$ cat src/rtl/buzz_pkg.sv
// -----------------------------------------------------------------------------
// buzz_pkg
// Shared definitions for the buzzer note player:
//   - note code constants (C4..B4 = 0..6, rest = 7)
//   - half-period table in 50 MHz clock cycles, one entry per note code
//   - note request record (code + duration) as carried through the FIFO
//   - player FSM state encoding
//   - half_period(): table lookup with right-shift and clamp to 1
// -----------------------------------------------------------------------------
package buzz_pkg;

    localparam logic [2:0] NOTE_C4   = 3'd0;
    localparam logic [2:0] NOTE_D4   = 3'd1;
    localparam logic [2:0] NOTE_E4   = 3'd2;
    localparam logic [2:0] NOTE_F4   = 3'd3;
    localparam logic [2:0] NOTE_G4   = 3'd4;
    localparam logic [2:0] NOTE_A4   = 3'd5;
    localparam logic [2:0] NOTE_B4   = 3'd6;
    localparam logic [2:0] NOTE_REST = 3'd7;

    // Widths of the half-period/divider path and of one queued request.
    localparam int HP_W  = 17;
    localparam int REQ_W = 11;

    // Half period of each note at 50 MHz (clk cycles per speaker level).
    // The rest entry is 0; it is never used to drive the speaker.
    localparam logic [HP_W-1:0] NOTE_HP [8] = '{
        17'd95556,  // C4
        17'd85131,  // D4
        17'd75843,  // E4
        17'd71586,  // F4
        17'd63776,  // G4
        17'd56818,  // A4
        17'd50619,  // B4
        17'd0       // rest
    };

    typedef struct packed {
        logic [2:0] code;
        logic [7:0] dur;
    } note_req_t;

    typedef enum logic [1:0] {
        ST_IDLE = 2'd0,
        ST_LOAD = 2'd1,
        ST_PLAY = 2'd2,
        ST_GAP  = 2'd3
    } state_t;

    // Scaled half period. A scaled value of 0 would make the divider
    // compare against all-ones and stall, so it is clamped to 1.
    function automatic logic [HP_W-1:0] half_period(input logic [2:0] code,
                                                    input int         shift);
        logic [HP_W-1:0] hp;
        hp = NOTE_HP[code] >> shift;
        if (hp == '0) begin
            hp = 17'd1;
        end
        return hp;
    endfunction

endpackage

$ cat src/rtl/buzz_note_fifo.sv
// -----------------------------------------------------------------------------
// buzz_note_fifo
// Synchronous DEPTH x WIDTH request FIFO.
//   clk, rst_n : clock, asynchronous active-low reset (clears pointers only)
//   push       : write wdata when not full
//   pop        : advance the read pointer when not empty
//   wdata      : data to write
//   rdata      : head entry (combinational read of the head slot)
//   full/empty : derived from the registered pointers
// Pointers carry one extra wrap bit so full and empty are distinguishable.
// -----------------------------------------------------------------------------
module buzz_note_fifo #(
    parameter int DEPTH = 4,
    parameter int WIDTH = 11
) (
    input  logic             clk,
    input  logic             rst_n,
    input  logic             push,
    input  logic             pop,
    input  logic [WIDTH-1:0] wdata,
    output logic [WIDTH-1:0] rdata,
    output logic             full,
    output logic             empty
);

    localparam int AW = $clog2(DEPTH);

    logic [AW:0]      wr_ptr;
    logic [AW:0]      rd_ptr;
    logic [AW:0]      count;
    logic [WIDTH-1:0] mem [DEPTH];
    logic             do_push;
    logic             do_pop;

    // Pointer difference is the occupancy; the wrap bit makes DEPTH
    // representable without aliasing to 0.
    assign count   = wr_ptr - rd_ptr;
    assign empty   = (count == '0);
    assign full    = (count == (AW + 1)'(DEPTH));
    assign do_push = push && !full;
    assign do_pop  = pop && !empty;
    assign rdata   = mem[rd_ptr[AW-1:0]];

    always_ff @(posedge clk or negedge rst_n) begin
        if (!rst_n) begin
            wr_ptr <= '0;
            rd_ptr <= '0;
        end else begin
            if (do_push) begin
                wr_ptr <= wr_ptr + 1'b1;
            end
            if (do_pop) begin
                rd_ptr <= rd_ptr + 1'b1;
            end
        end
    end

    // Storage is not reset: stale slots are unreachable once pointers clear.
    always_ff @(posedge clk) begin
        if (do_push) begin
            mem[wr_ptr[AW-1:0]] <= wdata;
        end
    end

endmodule

$ cat src/rtl/buzz_note_player.sv
// -----------------------------------------------------------------------------
// buzz_note_player
// Accepts note requests over valid/ready, queues up to DEPTH of them and
// plays each one as a square wave on the speaker pin, followed by a silent
// articulation gap of GAP_TICKS ticks.
//   clk, rst_n  : 50 MHz clock, asynchronous active-low reset
//   note_valid  : request present
//   note_ready  : FIFO can accept (registered !full)
//   note_code   : 0..6 = C4..B4, 7 = rest
//   note_dur    : duration in ticks of TICK_CLKS cycles
//   speaker     : square-wave buzzer drive (registered)
//   busy        : FSM not idle or FIFO not empty
//   cur_code    : code currently sounding, 7 when silent (registered)
//
// Handshake: a request transfers on a rising clk edge where note_valid and
// note_ready are both high. note_ready depends only on registered FIFO
// state, so a full FIFO refuses a push even in a cycle where it pops.
// -----------------------------------------------------------------------------
module buzz_note_player
    import buzz_pkg::*;
#(
    parameter int DEPTH     = 4,
    parameter int TICK_CLKS = 500000,
    parameter int GAP_TICKS = 2,
    parameter int HP_SHIFT  = 0
) (
    input  logic       clk,
    input  logic       rst_n,
    input  logic       note_valid,
    output logic       note_ready,
    input  logic [2:0] note_code,
    input  logic [7:0] note_dur,
    output logic       speaker,
    output logic       busy,
    output logic [2:0] cur_code
);

    // Prescaler width; kept at least 1 bit for degenerate TICK_CLKS.
    localparam int              PW       = (TICK_CLKS > 1) ? $clog2(TICK_CLKS) : 1;
    localparam logic [PW-1:0]   PRE_LAST = PW'(TICK_CLKS - 1);
    localparam logic [7:0]      GAP_LEN  = 8'(GAP_TICKS);

    state_t          state;
    note_req_t       push_req;
    note_req_t       head;
    logic            fifo_full;
    logic            fifo_empty;
    logic            fifo_pop;

    logic [2:0]      req_code;
    logic [7:0]      req_dur;
    logic [HP_W-1:0] hp;
    logic [HP_W-1:0] div;
    logic [PW-1:0]   pre;
    logic [7:0]      ticks;
    logic            tick_wrap;

    assign push_req   = {note_code, note_dur};
    assign note_ready = !fifo_full;
    assign fifo_pop   = (state == ST_IDLE) && !fifo_empty;
    assign busy       = (state != ST_IDLE) || !fifo_empty;
    assign tick_wrap  = (pre == PRE_LAST);

    buzz_note_fifo #(
        .DEPTH (DEPTH),
        .WIDTH (REQ_W)
    ) u_fifo (
        .clk   (clk),
        .rst_n (rst_n),
        .push  (note_valid),
        .pop   (fifo_pop),
        .wdata (push_req),
        .rdata (head),
        .full  (fifo_full),
        .empty (fifo_empty)
    );

    always_ff @(posedge clk or negedge rst_n) begin
        if (!rst_n) begin
            state    <= ST_IDLE;
            req_code <= NOTE_REST;
            req_dur  <= '0;
            hp       <= '0;
            div      <= '0;
            pre      <= '0;
            ticks    <= '0;
            speaker  <= 1'b0;
            cur_code <= NOTE_REST;
        end else begin
            case (state)
                ST_IDLE: begin
                    // The head is captured on the same edge that pops it.
                    if (!fifo_empty) begin
                        req_code <= head.code;
                        req_dur  <= head.dur;
                        state    <= ST_LOAD;
                    end
                end

                ST_LOAD: begin
                    hp      <= half_period(req_code, HP_SHIFT);
                    div     <= '0;
                    pre     <= '0;
                    ticks   <= req_dur;
                    speaker <= 1'b0;
                    if (req_dur == 8'd0) begin
                        // Zero-length request: skipped, no gap follows.
                        cur_code <= NOTE_REST;
                        state    <= ST_IDLE;
                    end else begin
                        cur_code <= req_code;
                        state    <= ST_PLAY;
                    end
                end

                ST_PLAY: begin
                    if (tick_wrap) begin
                        pre   <= '0;
                        ticks <= ticks - 8'd1;
                    end else begin
                        pre <= pre + 1'b1;
                    end

                    if (div == hp - 17'd1) begin
                        div <= '0;
                        if (req_code != NOTE_REST) begin
                            speaker <= ~speaker;
                        end
                    end else begin
                        div <= div + 17'd1;
                    end

                    // Last tick of the note: silence wins over a toggle
                    // that lands on the same edge.
                    if (tick_wrap && ticks == 8'd1) begin
                        speaker  <= 1'b0;
                        cur_code <= NOTE_REST;
                        div      <= '0;
                        pre      <= '0;
                        if (GAP_TICKS == 0) begin
                            ticks <= '0;
                            state <= ST_IDLE;
                        end else begin
                            ticks <= GAP_LEN;
                            state <= ST_GAP;
                        end
                    end
                end

                ST_GAP: begin
                    if (tick_wrap) begin
                        pre <= '0;
                        if (ticks == 8'd1) begin
                            ticks <= '0;
                            state <= ST_IDLE;
                        end else begin
                            ticks <= ticks - 8'd1;
                        end
                    end else begin
                        pre <= pre + 1'b1;
                    end
                end

                default: begin
                    state <= ST_IDLE;
                end
            endcase
        end
    end

endmodule
$ cat config.mk
export PLATFORM = sky130hd
export DESIGN_NAME = buzz_note_player
export DESIGN_NICKNAME = d
export VERILOG_FILES = /design/src/rtl/buzz_pkg.sv /design/src/rtl/buzz_note_fifo.sv /design/src/rtl/buzz_note_player.sv
export SDC_FILE = /design/constraint.sdc
export NUM_CORES = 1
export LEC_CHECK = 0
export ABC_AREA = 1
export CAP_MARGIN = 5
export CORE_ASPECT_RATIO = 1.1
export CORE_MARGIN = 10
export CORE_UTILIZATION = 55
export CTS_BUF_LIST = sky130_fd_sc_hd__clkbuf_8
export CTS_CLUSTER_DIAMETER = 100
export DETAILED_ROUTE_END_ITERATION = 10
export GPL_ROUTABILITY_DRIVEN = 0
export PLACE_DENSITY = 0.77
export SKIP_CTS_REPAIR_TIMING = 1
export SLEW_MARGIN = 20
export SYNTH_ARGS = -nofsm -noshare
export SYNTH_HDL_FRONTEND = slang
export SYNTH_SLANG_ARGS = --single-unit
$ cat constraint.sdc
create_clock -name clk -period 2.3 [get_ports clk]
set_input_delay 0.345 -clock clk [delete_from_list [all_inputs] [get_ports clk]]
set_output_delay 0.345 -clock clk [all_outputs]
set_load 0.02 [all_outputs]
; ---- Word level (Yosys, flattened, before mapping)
; Memories as Yosys holds them, arrays and structs flattened. A register that Yosys moved wholly into a read port is not among the register bits.
; Cells that the tools add are included.
[word_totals]
word_cells = 86
register_bits = 73
mem_bits_rw = 44
input_bits = 14
latchBits = 0
romBits = 136
mem_count = 2
[classes]
n_lt_le_gt_ge = 1
muxes = 29
reduce_logical = 20
n_eq_ne = 15
div = 0
bitwise_logic = 3
add_sub_neg = 7
shift = 0
multipliers = 0
[memory_table]
columns = name, words, word_bits, rd, rd_ports_with_merged_regs, wr, line
row1 = (no name shown), 8, 17, 1, 0, 0, buzz_pkg.sv:55  ; hp = NOTE_HP[code] >> shift;
row2 = u_fifo.mem, 4, 11, 1, 1, 1, buzz_note_fifo.sv:31  ; logic [WIDTH-1:0] mem [DEPTH];
[ops]
columns = operator, n
row1 = $mux 17, 5
row2 = $pmux 19 s3, 1
row3 = $mux 19, 2
row4 = $pmux 17 s2, 1
row5 = $mux 8, 4
row6 = $pmux 8 s3, 1
row7 = $add 19x1->19 const B, 1
row8 = $eq 19x19->1 const B, 1
row9 = $add 17x1->17 const B, 1
row10 = $eq 17x17->1, 1
row11 = $logic_not 17->1, 1
row12 = $sub 17x1->17 const B, 1
row13 = $ne 3x3->1 const B, 4
row14 = $mux 2, 5
row15 = $eq 8x1->1 const B, 1
row16 = $logic_not 8->1, 1
row17 = $ne 2x2->1 const B, 4
row18 = $pmux 2 s4, 1
row19 = $sub 8x1->8 const B, 1
row20 = $add 3x1->3 const B, 2
row21 = $mux 3, 2
row22 = $pmux 3 s2, 1
row23 = $reduce_and 3->1, 2
row24 = $mux 1, 5
row25 = other kinds (17), 26

; ---- Depth between registers and ports, before layout
; Gate-level depths: netlist (run 1).
[depth]
ltp_word = 6
mapped_depth = 15

; ---- By module
; Synthesis (run 1) repeated with hierarchy kept, for this count alone.
[unflattened]
hier_cells = 824
hier_area_um2 = 6919.1
[by_module_without_submodules]
columns = mod, n_inst, area_per_inst_um2, cells_per_inst
row1 = buzz_note_player, 1, 4805.9, 648
row2 = buzz_note_fifo, 1, 2113.3, 176

; ---- Worst setup path before layout (run 1)
; OpenSTA, ideal clock, no wires.
[synth_path]
path_kind = reg-to-reg
from = register u_fifo.rd_ptr[1]
to = memory u_fifo.mem[3][0], enable pin
path_buffers = 1
path_stages_with_launch = 10
t_arrival_ns = 2.351
setup_ns = 0.381
slack_ns = -0.432
path_cell_list = dfrtp_1 inv_1 clkbuf_1 ha_1 inv_1 o21bai_1 xnor2_1 nand3b_1 nand2_1 nor2_1
[synth_via]
elab_chain_cells = 6
[synth_rtl]
columns = element, line
row1 = "start, declared", buzz_note_fifo.sv:29  ; logic [AW:0] rd_ptr;
row2 = "start signal, assigned", buzz_note_fifo.sv:53  ; rd_ptr <= rd_ptr + 1'b1;
row3 = $sub 3x3->3, buzz_note_fifo.sv:37  ; assign count = wr_ptr - rd_ptr;
row4 = $eq 3x3->1, buzz_note_fifo.sv:39  ; assign full = (count == (AW + 1)'(DEPTH));
row5 = $logic_not 1->1, n/a
row6 = via note_ready, buzz_note_player.sv:30  ; output logic note_ready,
row7 = $logic_and 1x1->1, buzz_note_fifo.sv:40  ; assign do_push = push && !full;
row8 = $mux 1, buzz_note_fifo.sv:60  ; if (do_push) begin
row9 = $mux 1 (not written as such), buzz_note_fifo.sv:61  ; mem[wr_ptr[AW-1:0]] <= wdata;
row10 = "end, declared", buzz_note_fifo.sv:31
; The timed path passes the listed nets, and every way through them passes these cells.

; ---- Final worst setup path (run 1)
[layout_path]
from = register u_fifo.wr_ptr[1]
to = output note_ready
[layout_via]
elab_chain_cells = 3
[layout_rtl]
columns = element, line
row1 = "start, declared", buzz_note_fifo.sv:28  ; logic [AW:0] wr_ptr;
row2 = "start signal, assigned", buzz_note_fifo.sv:50  ; wr_ptr <= wr_ptr + 1'b1;
row3 = $sub 3x3->3, buzz_note_fifo.sv:37
row4 = $eq 3x3->1, buzz_note_fifo.sv:39
row5 = $logic_not 1->1, buzz_note_player.sv:59  ; assign note_ready = !fifo_full;
row6 = "end, declared", buzz_note_player.sv:30
; No other way between the ends.

==> results.py, run 1 <==
metrics = {
    "run_status": {
        "status": "completed",
    },
    "power": {
        "ir_worst_vdd_uv": 1180,
        "power_frac_comb_pct": 47.0,
        "pwr-share-seq_pct": 34.9,
        "leakagePower_uw": 0.00333,
        "clkPwrFrac_pct": 18.1,
        "p_int_uw": 5730,
        "p_sw_uw": 4700,
        "swShare_pct": 45.1,
        "power.density_nw_per_um2": 1350,
    },
    "place": {
        "port_buffers": 19,
        "post-dp-hpwl_um": 10700,
        "place_inst": 942,
    },
    "worst_setup_path": {
        "r2r_slack_ns": 0.14,
        "crit_path_top_delay_cell": "dfrtp_1",
        "critPathCaptureType": "output port",
        "worst_ep_required_time_ns": 1.96,
        "path_class": "reg2out",
        "cp-start-kind": "flip-flop",
        "rr_startpoint": "u_fifo.wr_ptr[1]$_DFFE_PN0P_",
        "r2r_cells": 7,
        "worstPathArrival_ns": 1.91,
        "critPathMaxStageDelay_ns": 0.44,
        "crit_path_max_fanout": 3,
        "cp_cell_sequence": "ha_4, inv_2, o21bai_4, xnor2_2, nand3b_1, buf_6",
        "timing.rr.end": "u_fifo.mem[3][3]$_DFFE_PP_",
    },
    "routing": {
        "vias": 5407,
        "drt_iter0_drc": 448,
        "via_per_inst": 5.53,
        "wl_um": 15000,
        "drtPass1Iterations": 5,
        "drc": 0,
        "routedWlPerCell_um": 15.4,
        "ant_nets": 0,
    },
    "cells_and_area": {
        "utilization_pct": 64.1,
        "n_antenna_cell": 0,
        "finalNonFillerCells": 978,
        "drive_above_1_share_pct": 13.3,
        "area_delta_synth_final_pct": 13.8,
        "fill_cells": 1003,
        "final_nets": 847,
        "ff_latch_area_um2": 3430,
        "multiInputGateArea_um2": 3000,
    },
    "timing": {
        "relSlewSlack_pct": 57.5,
        "max_freq_mhz": 444,
        "clock_skew_ns": 0.0109,
        "setup_violations": 0,
        "rsz0062_at_grt": "true",
        "min_period_over_period_pct": 98.0,
        "fin_crit_ns": 2.25,
        "max_slew.worst_pin.slew_ns": 0.636,
        "hold_violations": 0,
        "slew_viol_final": 0,
    },
    "floorplanning": {
        "core_um2": 12000,
        "die_w_um": 126,
        "die_area_um2": 17200,
        "fp.dieH_um": 136,
        "io-pin-count": 20,
        "initial_core_util_pct": 56.4,
        "num_rows": 42,
    },
    "synth": {
        "synthesis.nets": 808,
        "ys_warn_count": 0,
        "synth-simple-area-share_pct": 20.9,
        "synthTopCellsByArea": "dfrtp_1 (29%), edfxtp_1 (19%), nand2_1 (7.6%)",
        "synth_fa_ha_area_share_pct": 4.06,
        "synth_compound_area_share_pct": 11.4,
        "synth.distinct_cells": 44,
        "avgSynthCellArea_um2": 8.79,
        "synthTopCellsByCount": "nand2_1 (137), nor2_1 (103), inv_1 (89)",
        "synth_seq_area_share_pct": 50.6,
        "synth-seq-cells": 128,
        "syn_area_um2": 6780,
        "synth_mux_area_share_pct": 0.812,
        "synth_xor_area_share_pct": 5.81,
        "async_flop_share_pct": 65.6,
        "synth_top_area_cell": "dfrtp_1",
        "synth_edf_count": 44,
        "syn_inst": 772,
        "netlist.area_leader.share_pct": 28.8,
        "synth_top_flop_cell": "dfrtp_1",
        "synth_top_family_by_area": "simple AND/OR/NAND/NOR gates",
        "yosysMostFrequentCell": "nand2_1",
    },
    "clock_network": {
        "clkLatencyLatePin_ns": 0.45,
        "numCtsBuffers": 17,
        "root_buffer": "clkbuf_8",
        "htree_levels": 4,
        "clockBufferDepth": 2,
        "cts_tree": "done",
        "cts.sinks": 128,
        "clk_pin_slew_ns": 0.09,
    },
    "hold_path": {
        "hold_class": "in2async",
    },
    "global_route": {
        "grt.met1_usage_pct": 20.2,
        "grt_pass1_wl_um": 24900,
        "grt_overflow_total": 0,
        "grt_busiest_layer": "met2",
        "grt_usage_pct": 17.6,
        "met3_usage_pct": 4.56,
        "grt_pass1_vias": 5290,
        "antenna_found_initial": 0,
        "grt_max_degree": 31,
        "gr-usage-met2_pct": 30.7,
    },
    "run": {
        "drv_cap": 0,
    },
}
## registers in the layout, summed over array words and instances, names as in the netlist, named ones only
name,flops
u_fifo.wr_ptr,3
state,1
req_dur,8
req_code,3
pre,19
u_fifo.mem,44
ticks,8
div,17
speaker,1
u_fifo.rd_ptr,3
hp,17
cur_code,3
## area by class of cell
cell class              instances  area share [%]
repair buffers                 40            4.70
clock inverters                15            2.03
clock buffers                  17            3.03
well taps                     154            2.50
inverters                      91            4.43
flip-flops and latches        128            44.5
multi-input cells             533            38.9
## per-layer routing
layer  share of wire [%]  up-vias
met5                   0        -
met4                 2.1        0
met1                  42     2595
li1                    -     2636
met2                  51      146
met3                 4.8       30
## stage by stage
step / power, µW / setup TNS (ns) / setup slack [ns] / instance area, µm² / hold WS (ns)
finish: 10400 / 0 / 0.0455 / 7720 / 0.373
global route: 11200 / -0.0475 / -0.0475 / 7720 / 0.375
CTS: 10200 / -0.886 / -0.498 / 7650 / -0.172
detailed placement: 8310 / 0 / 0.0171 / 7260 / 0.311
global placement: 8100 / 0 / 0.0959 / 7260 / 0.304
floorplan: 6970 / 0 / 0.0343 / 6830 / 0.0494
## logic make-up (layout without fill, tap and decap cells)
logic type / Yosys count / count (layout)
flip-flops: 128 / 128
adder cells (fa/ha/maj): 22 / 22
XOR/XNOR: 45 / 45
multiplexers: 5 / 5
buffers and inverters: 111 / 163
AO/OA/AOI/OAI: 136 / 136
AND/OR/NAND/NOR: 325 / 325
## power by group through the flow
stage / Combinational, µW / Clock, µW / Sequential (µW)
after floorplan: 3440 / 0 / 3530
after global placement: 4470 / 0 / 3630
after detailed placement: 4660 / 0 / 3660
after CTS: 4710 / 1910 / 3620
after global routing: 5490 / 2040 / 3710
final: 4900 / 1890 / 3630
## critical path, delay by kind of cell, from the launching register on
kind	cells	cell delay (ns)
and+or+nand+nor	1	0.26
AOI/OAI and AO/OA	1	0.15
adders and majority gates	1	0.29
xor gates and xnor gates	1	0.10
DFF	1	0.44
buffers and inverters	2	0.22
## how the worst max path moves through the flow
| stage | end | slack, ns | start |
|---|---|---|---|
| detailed placement | note_ready | 0.02 | u_fifo.rd_ptr[1]$_DFFE_PN0P_ |
| global route | note_ready | -0.05 | u_fifo.rd_ptr[1]$_DFFE_PN0P_ |
| finish | note_ready | 0.05 | u_fifo.wr_ptr[1]$_DFFE_PN0P_ |
| CTS | note_ready | -0.50 | u_fifo.rd_ptr[1]$_DFFE_PN0P_ |
| floorplan | u_fifo.mem[3][0]$_DFFE_PP_ | 0.03 | u_fifo.rd_ptr[1]$_DFFE_PN0P_ |
| global placement | note_ready | 0.1 | u_fifo.rd_ptr[1]$_DFFE_PN0P_ |
## layout by cell type, fill, tap and decap left out, types with 3 or more instances in the layout
master	count
inv_8	7
o21a_1	3
o22ai_1	17
nor3_1	12
a21oi_2	10
inv_6	5
nand4_1	13
a21oi_1	39
nor2_1	97
dfrtp_1	78
buf_4	20
and2_1	3
clkdlybuf4s50_1	16
nand2_1	136
nand3_1	31
nor4_1	3
xor2_1	30
nor2_4	6
ha_1	20
inv_1	86
edfxtp_1	44
inv_2	5
nand3b_1	3
o21ai_0	58
xnor2_1	14
mux2_2	4
clkbuf_8	17
dfstp_2	6
nor2_2	10
(Power assumes the default switching activity.)
==> run 2: changes to the inputs <==
--- a/config.mk
+++ b/config.mk
@@ -13,8 +13,9 @@
 export CTS_BUF_LIST = sky130_fd_sc_hd__clkbuf_8
 export CTS_CLUSTER_DIAMETER = 100
 export DETAILED_ROUTE_END_ITERATION = 10
+export DONT_BUFFER_PORTS = 1
 export GPL_ROUTABILITY_DRIVEN = 0
-export PLACE_DENSITY = 0.77
+export PLACE_DENSITY = 0.75
 export SKIP_CTS_REPAIR_TIMING = 1
 export SLEW_MARGIN = 20
 export SYNTH_ARGS = -nofsm -noshare
==> run 2 against run 1 <==
Via count shrank 2.8%; non-clock buffer count shrank 7; combinational power shrank 4.5%; design area shrank 0.86%; fmax shrank 0.46%; critical endpoint unchanged; total power shrank 2.4%; highest routed layer unchanged.
==> results.py, run 2 (same netlist as run 1, synthesis figures left out) <==
metrics = {
    "routing": {
        "vias": 5258,
        "wl_um": 14400,
        "drtPass1Iterations": 6,
        "routedWlPerCell_um": 14.8,
        "drc": 0,
        "ant_nets": 0,
        "via_per_inst": 5.42,
        "drt_iter0_drc": 437,
    },
    "cells_and_area": {
        "fill_cells": 966,
        "multiInputGateArea_um2": 3000,
        "final_common_cell": "nand2_1",
        "utilization_pct": 63.6,
        "ff_latch_area_um2": 3430,
        "drive_above_1_share_pct": 13.5,
        "final_cell_mix": "nand2_1 (136), nor2_1 (94), inv_1 (87)",
        "finalNonFillerCells": 971,
        "final_nets": 840,
        "area_delta_synth_final_pct": 12.8,
        "n_antenna_cell": 0,
        "largest_register_ff_count": 44,
    },
    "timing": {
        "max_slew.worst_pin.slew_ns": 0.708,
        "clock_skew_ns": 0.0111,
        "slew_viol_final": 0,
        "setup_violations": 0,
        "finalWorstSetupSlack_ns": 0.0350,
        "hold_ws_ns": 0.115,
        "fin_crit_ns": 2.26,
        "max_freq_mhz": 442,
        "relSlewSlack_pct": 52.3,
        "hold_violations": 0,
        "min_period_over_period_pct": 98.5,
        "rsz0062_at_grt": "true",
    },
    "worst_setup_path": {
        "path_class": "reg2out",
        "worst_ep_required_time_ns": 1.96,
        "crit_path_top_delay_cell": "dfrtp_1",
        "cp_cell_sequence": "inv_2, ha_4, inv_2, o21bai_1, xnor2_1, nand3b_1, buf_6",
        "critPathMaxStageDelay_ns": 0.38,
        "crit_path_max_fanout": 4,
        "cpMostUsedCell": "inv_2",
        "worstPathArrival_ns": 1.92,
        "cp-start-kind": "flip-flop",
        "critPathCaptureType": "output port",
    },
    "power": {
        "clkPwrFrac_pct": 17.8,
        "leakagePower_uw": 0.00328,
        "swShare_pct": 44.7,
        "pwr-share-seq_pct": 36.1,
        "ir_worst_vdd_uv": 1100,
        "p_int_uw": 5620,
        "p_sw_uw": 4540,
        "power.density_nw_per_um2": 1330,
        "power_frac_comb_pct": 46.1,
    },
    "place": {
        "place_inst": 919,
        "dp_slack_ns": 0.105,
        "port_buffers": 0,
        "post-dp-hpwl_um": 10200,
    },
    "clock_network": {
        "clkLatencyLatePin_ns": 0.45,
        "clockBufferDepth": 2,
        "htree_levels": 4,
        "root_buffer": "clkbuf_8",
        "cts.sinks": 128,
        "numCtsBuffers": 17,
        "cts_tree": "done",
        "clk_pin_slew_ns": 0.09,
    },
    "run_status": {
        "status": "completed",
    },
    "floorplanning": {
        "core_um2": 12000,
        "initial_core_util_pct": 56.4,
        "io-pin-count": 20,
        "fp.dieH_um": 136,
        "num_rows": 42,
        "die_area_um2": 17200,
        "die_w_um": 126,
    },
    "global_route": {
        "grt_pass1_wl_um": 23800,
        "grt_overflow_total": 0,
        "grt_max_degree": 85,
        "grt_usage_pct": 17.0,
        "antenna_found_initial": 0,
        "grt_pass1_vias": 5077,
    },
    "hold_path": {
        "hold_class": "in2reg",
    },
    "run": {
        "drv_cap": 0,
    },
}
run 2: cell types whose count changed in the layout (fill, tap and decap cells not counted), moves of 2 or more:
cell | before | now
clkinvlp_4 | 0 | 2
buf_4 | 20 | 17
nor2_2 | 10 | 13
inv_8 | 7 | 3
clkdlybuf4s50_1 | 16 | 0
inv_6 | 5 | 8
dlygate4sd3_1 | 1 | 12
nor2_1 | 97 | 94
clkinv_4 | 2 | 0
run 2: worst paths after layout:
kind / from / to / cells past startpoint / slack, ns
setup / recovery: u_fifo.rd_ptr[1]$_DFFE_PN0P_ / note_ready / 7 / 0.04
hold / removal: note_valid / u_fifo.wr_ptr[0]$_DFFE_PN0P_ / 2 / 0.12
setup reg to reg: u_fifo.rd_ptr[1]$_DFFE_PN0P_ / u_fifo.mem[1][3]$_DFFE_PP_ / 9 / 0.09
hold reg to reg: u_fifo.rd_ptr[2]$_DFFE_PN0P_ / u_fifo.rd_ptr[2]$_DFFE_PN0P_ / 1 / 0.50
max in group asynchronous: rst_n / cur_code[2]$_DFFE_PN1P_ / 2 / 1.46
min in group asynchronous: rst_n / div[11]$_DFFE_PN0P_ / 2 / 0.49
run 2: power by group through the flow:
stage	clock network [µW]	logic, µW	registers [µW]
finish	1810	4680	3670
global placement	0	4220	3690
global route	1980	5320	3760
CTS	1860	4420	3670
detailed placement	0	4390	3710
floorplan	0	3440	3530
run 2: worst max-delay path: cells and delay by family, from the launching register on:
| family | cells | cell delay [ns] |
|---|---|---|
| adders and majority gates | 1 | 0.28 |
| AOI/OAI and AO/OA | 1 | 0.16 |
| xor gates and xnor gates | 1 | 0.19 |
| buffers and inverters | 3 | 0.24 |
| DFF | 1 | 0.38 |
| and+or+nand+nor | 1 | 0.22 |
run 2: metal layers:
layer / share of wire, % / GRT usage [%]
met1: 42 / 19.6
met2: 50 / 28.1
met3: 4.9 / 5.77
met4: 2.1 / 7.34
met5: 0 / 0
run 2: layout make-up:
| class | instances | share of cell area (%) |
|---|---|---|
| Clock buffer | 17 | 3.06 |
| Clock inverter | 15 | 1.83 |
| Inverter | 91 | 4.46 |
| Multi-Input combinational cell | 533 | 39.2 |
| Sequential cell | 128 | 44.9 |
| Tap cell | 154 | 2.52 |
| Timing Repair Buffer | 33 | 4.04 |
run 2: through the flow:
step           area (µm²)  total power (µW)  TNS [ns]
4_1_cts              7400              9950    -0.158
5_1_grt              7650             11100     -2.11
6_report             7650             10200         0
3_3_place_gp         7030              7910         0
3_5_place_dp         7030              8090         0
2_1_floorplan        6830              6970         0
==> edit: new RTL, settings of run 2 <==
Reset style: synchronous (`rst_n`), changed in 2 clocked blocks. Comments in the files are not updated.
--- a/src/rtl/buzz_note_fifo.sv
+++ b/src/rtl/buzz_note_fifo.sv
@@ -41,7 +41,7 @@
     assign do_pop  = pop && !empty;
     assign rdata   = mem[rd_ptr[AW-1:0]];
 
-    always_ff @(posedge clk or negedge rst_n) begin
+    always_ff @(posedge clk) begin
         if (!rst_n) begin
             wr_ptr <= '0;
             rd_ptr <= '0;
--- a/src/rtl/buzz_note_player.sv
+++ b/src/rtl/buzz_note_player.sv
@@ -75,7 +75,7 @@
         .empty (fifo_empty)
     );
 
-    always_ff @(posedge clk or negedge rst_n) begin
+    always_ff @(posedge clk) begin
         if (!rst_n) begin
             state    <= ST_IDLE;
             req_code <= NOTE_REST;
Behaviour: differs if rst_n is asserted again (counterexample within 4 cycles, from zero or initial values and one cycle with rst_n low); with rst_n held inactive, the same outputs for 10 cycles.
==> edit against run 2 <==
Total power is 5.5% lower. Setup slack better by 0.062 ns. Worst hold slack worse by 0.088 ns. Fmax is 2.8% higher. Clock skew is 0.0025 ns higher. Routed wire length is 0.56% lower. Combinational power is 2% lower. Sequential cell count stayed put. Synthesized area is 4.1% lower. Global-route usage is 0.69 points higher. Design area is 5.0% lower. Register-to-register slack better by 0.05 ns. Largest cell class is now multi-input gates. Highest routed layer unchanged.
==> edit: results (changes against run 2) <==
run_status:
  status: "finished, final reports clean"
sta:
  maxSlewHeadroom_pct: 62.5  # +10 points
worst_hold_path:
  hp-start: "rst_n"
  hold_depth: 1  # -1
  hold_path_end: "cur_code[1]$_SDFFE_PN1P_"
routing:
  wl_per_cell_um: 14.0  # -5.1%
  vias: 5502  # +4.6%
  routed_via_density: 5.40  # -0.19%
synthesis:
  ys_seq_area_share_pct: 46.2  # -4.4 points
  synth.net_count: 869  # +7.5%
  ys.flop_type: "dfxtp_1"
  netlist_top_cells_count: "nand2_1, nor2_1, inv_1, dfxtp_1, o21ai_0"
  postSynthAreaPerCell_um2: 7.82  # -11%
  synth_async_sr_flop_share_pct: 0  # -66 points
  synthDistinctLibCells: 35  # -20%
  synth_compound_area_share_pct: 11.0  # -0.42 points
power:
  combPwrFrac_pct: 47.8  # +1.7 points
  ir_worst_vdd_mv: 0.758  # -31%
  power_switching_mw: 4.25  # -6.5%
  power_density_mw_per_mm2: 1320  # -0.57%
grt:
  grt_max_degree: 41  # -52%
  grt_pass1_wl_um: 23900  # +0.43%
  track_usage_pct: 17.7  # +0.69 points
  first_global_vias: 5304  # +4.5%
place:
  post-place-ws_ns: 0.0938  # -0.0108 ns
  place_area_mm2: 0.00675  # -4.1%
worst_setup_path:
  r2r-end: "u_fifo.wr_ptr[2]$_SDFFE_PN0P_"
  r2r_slack_ns: 0.14  # +0.05 ns
  r2r_cells: 12  # +3
  arrival_ns: 1.86  # -0.06 ns
  r2r-start: "u_fifo.rd_ptr[1]$_SDFFE_PN0P_"
  crit_slowest_cell: "dfxtp_4"
  cp_max_fo: 3  # -1
cts:
  cts.clk_slew.worst_paths_ns: 0.07  # -0.02 ns
finish:
  drive_gt1_share_pct: 9.45  # -4.0 points
-- edit: kinds of logic (layout without fill, tap and decap cells) --
family                     Yosys count  count (layout)
DFF                                128             128
adders and majority gates           23              23
and+or+nand+nor                    391             391
xor gates and xnor gates            36              36
AOI/OAI and AO/OA                  134             134
buffers and inverters              120             156
-- edit: how the worst max path moves through the flow --
stage	startpoint	end	slack, ns	cells past startpoint
after global routing	u_fifo.rd_ptr[1]$_SDFFE_PN0P_	note_ready	0.01	8
after global placement	u_fifo.rd_ptr[1]$_SDFFE_PN0P_	u_fifo.wr_ptr[2]$_SDFFE_PN0P_	0.20	12
after CTS	u_fifo.rd_ptr[1]$_SDFFE_PN0P_	note_ready	0.03	8
after detailed placement	u_fifo.rd_ptr[1]$_SDFFE_PN0P_	u_fifo.wr_ptr[2]$_SDFFE_PN0P_	0.09	12
after floorplan	u_fifo.rd_ptr[1]$_SDFFE_PN0P_	u_fifo.wr_ptr[2]$_SDFFE_PN0P_	-0.02	14
final	u_fifo.rd_ptr[1]$_SDFFE_PN0P_	note_ready	0.1	8
-- edit: routing by layer --
layer  share of wire (%)  vias to the layer above  track usage (%)  wire length [um]
met5                   0                        -                0                 0
met4                 2.0                        0             7.71               287
met3                 5.5                       31             4.91               787
met2                  51                      153             30.8              7250
met1                  42                     2524             19.3              5960
li1                    -                     2794                -                 -
-- edit: final cells by class --
cell class | count | area [um^2]
flip-flops and latches | 128 | 3010
well taps | 150 | 188
fillers | 924 | 4270
multi-input cells | 584 | 3100
clock inverters | 14 | 119
repair buffers | 26 | 226
inverters | 98 | 380
clock buffers | 18 | 248
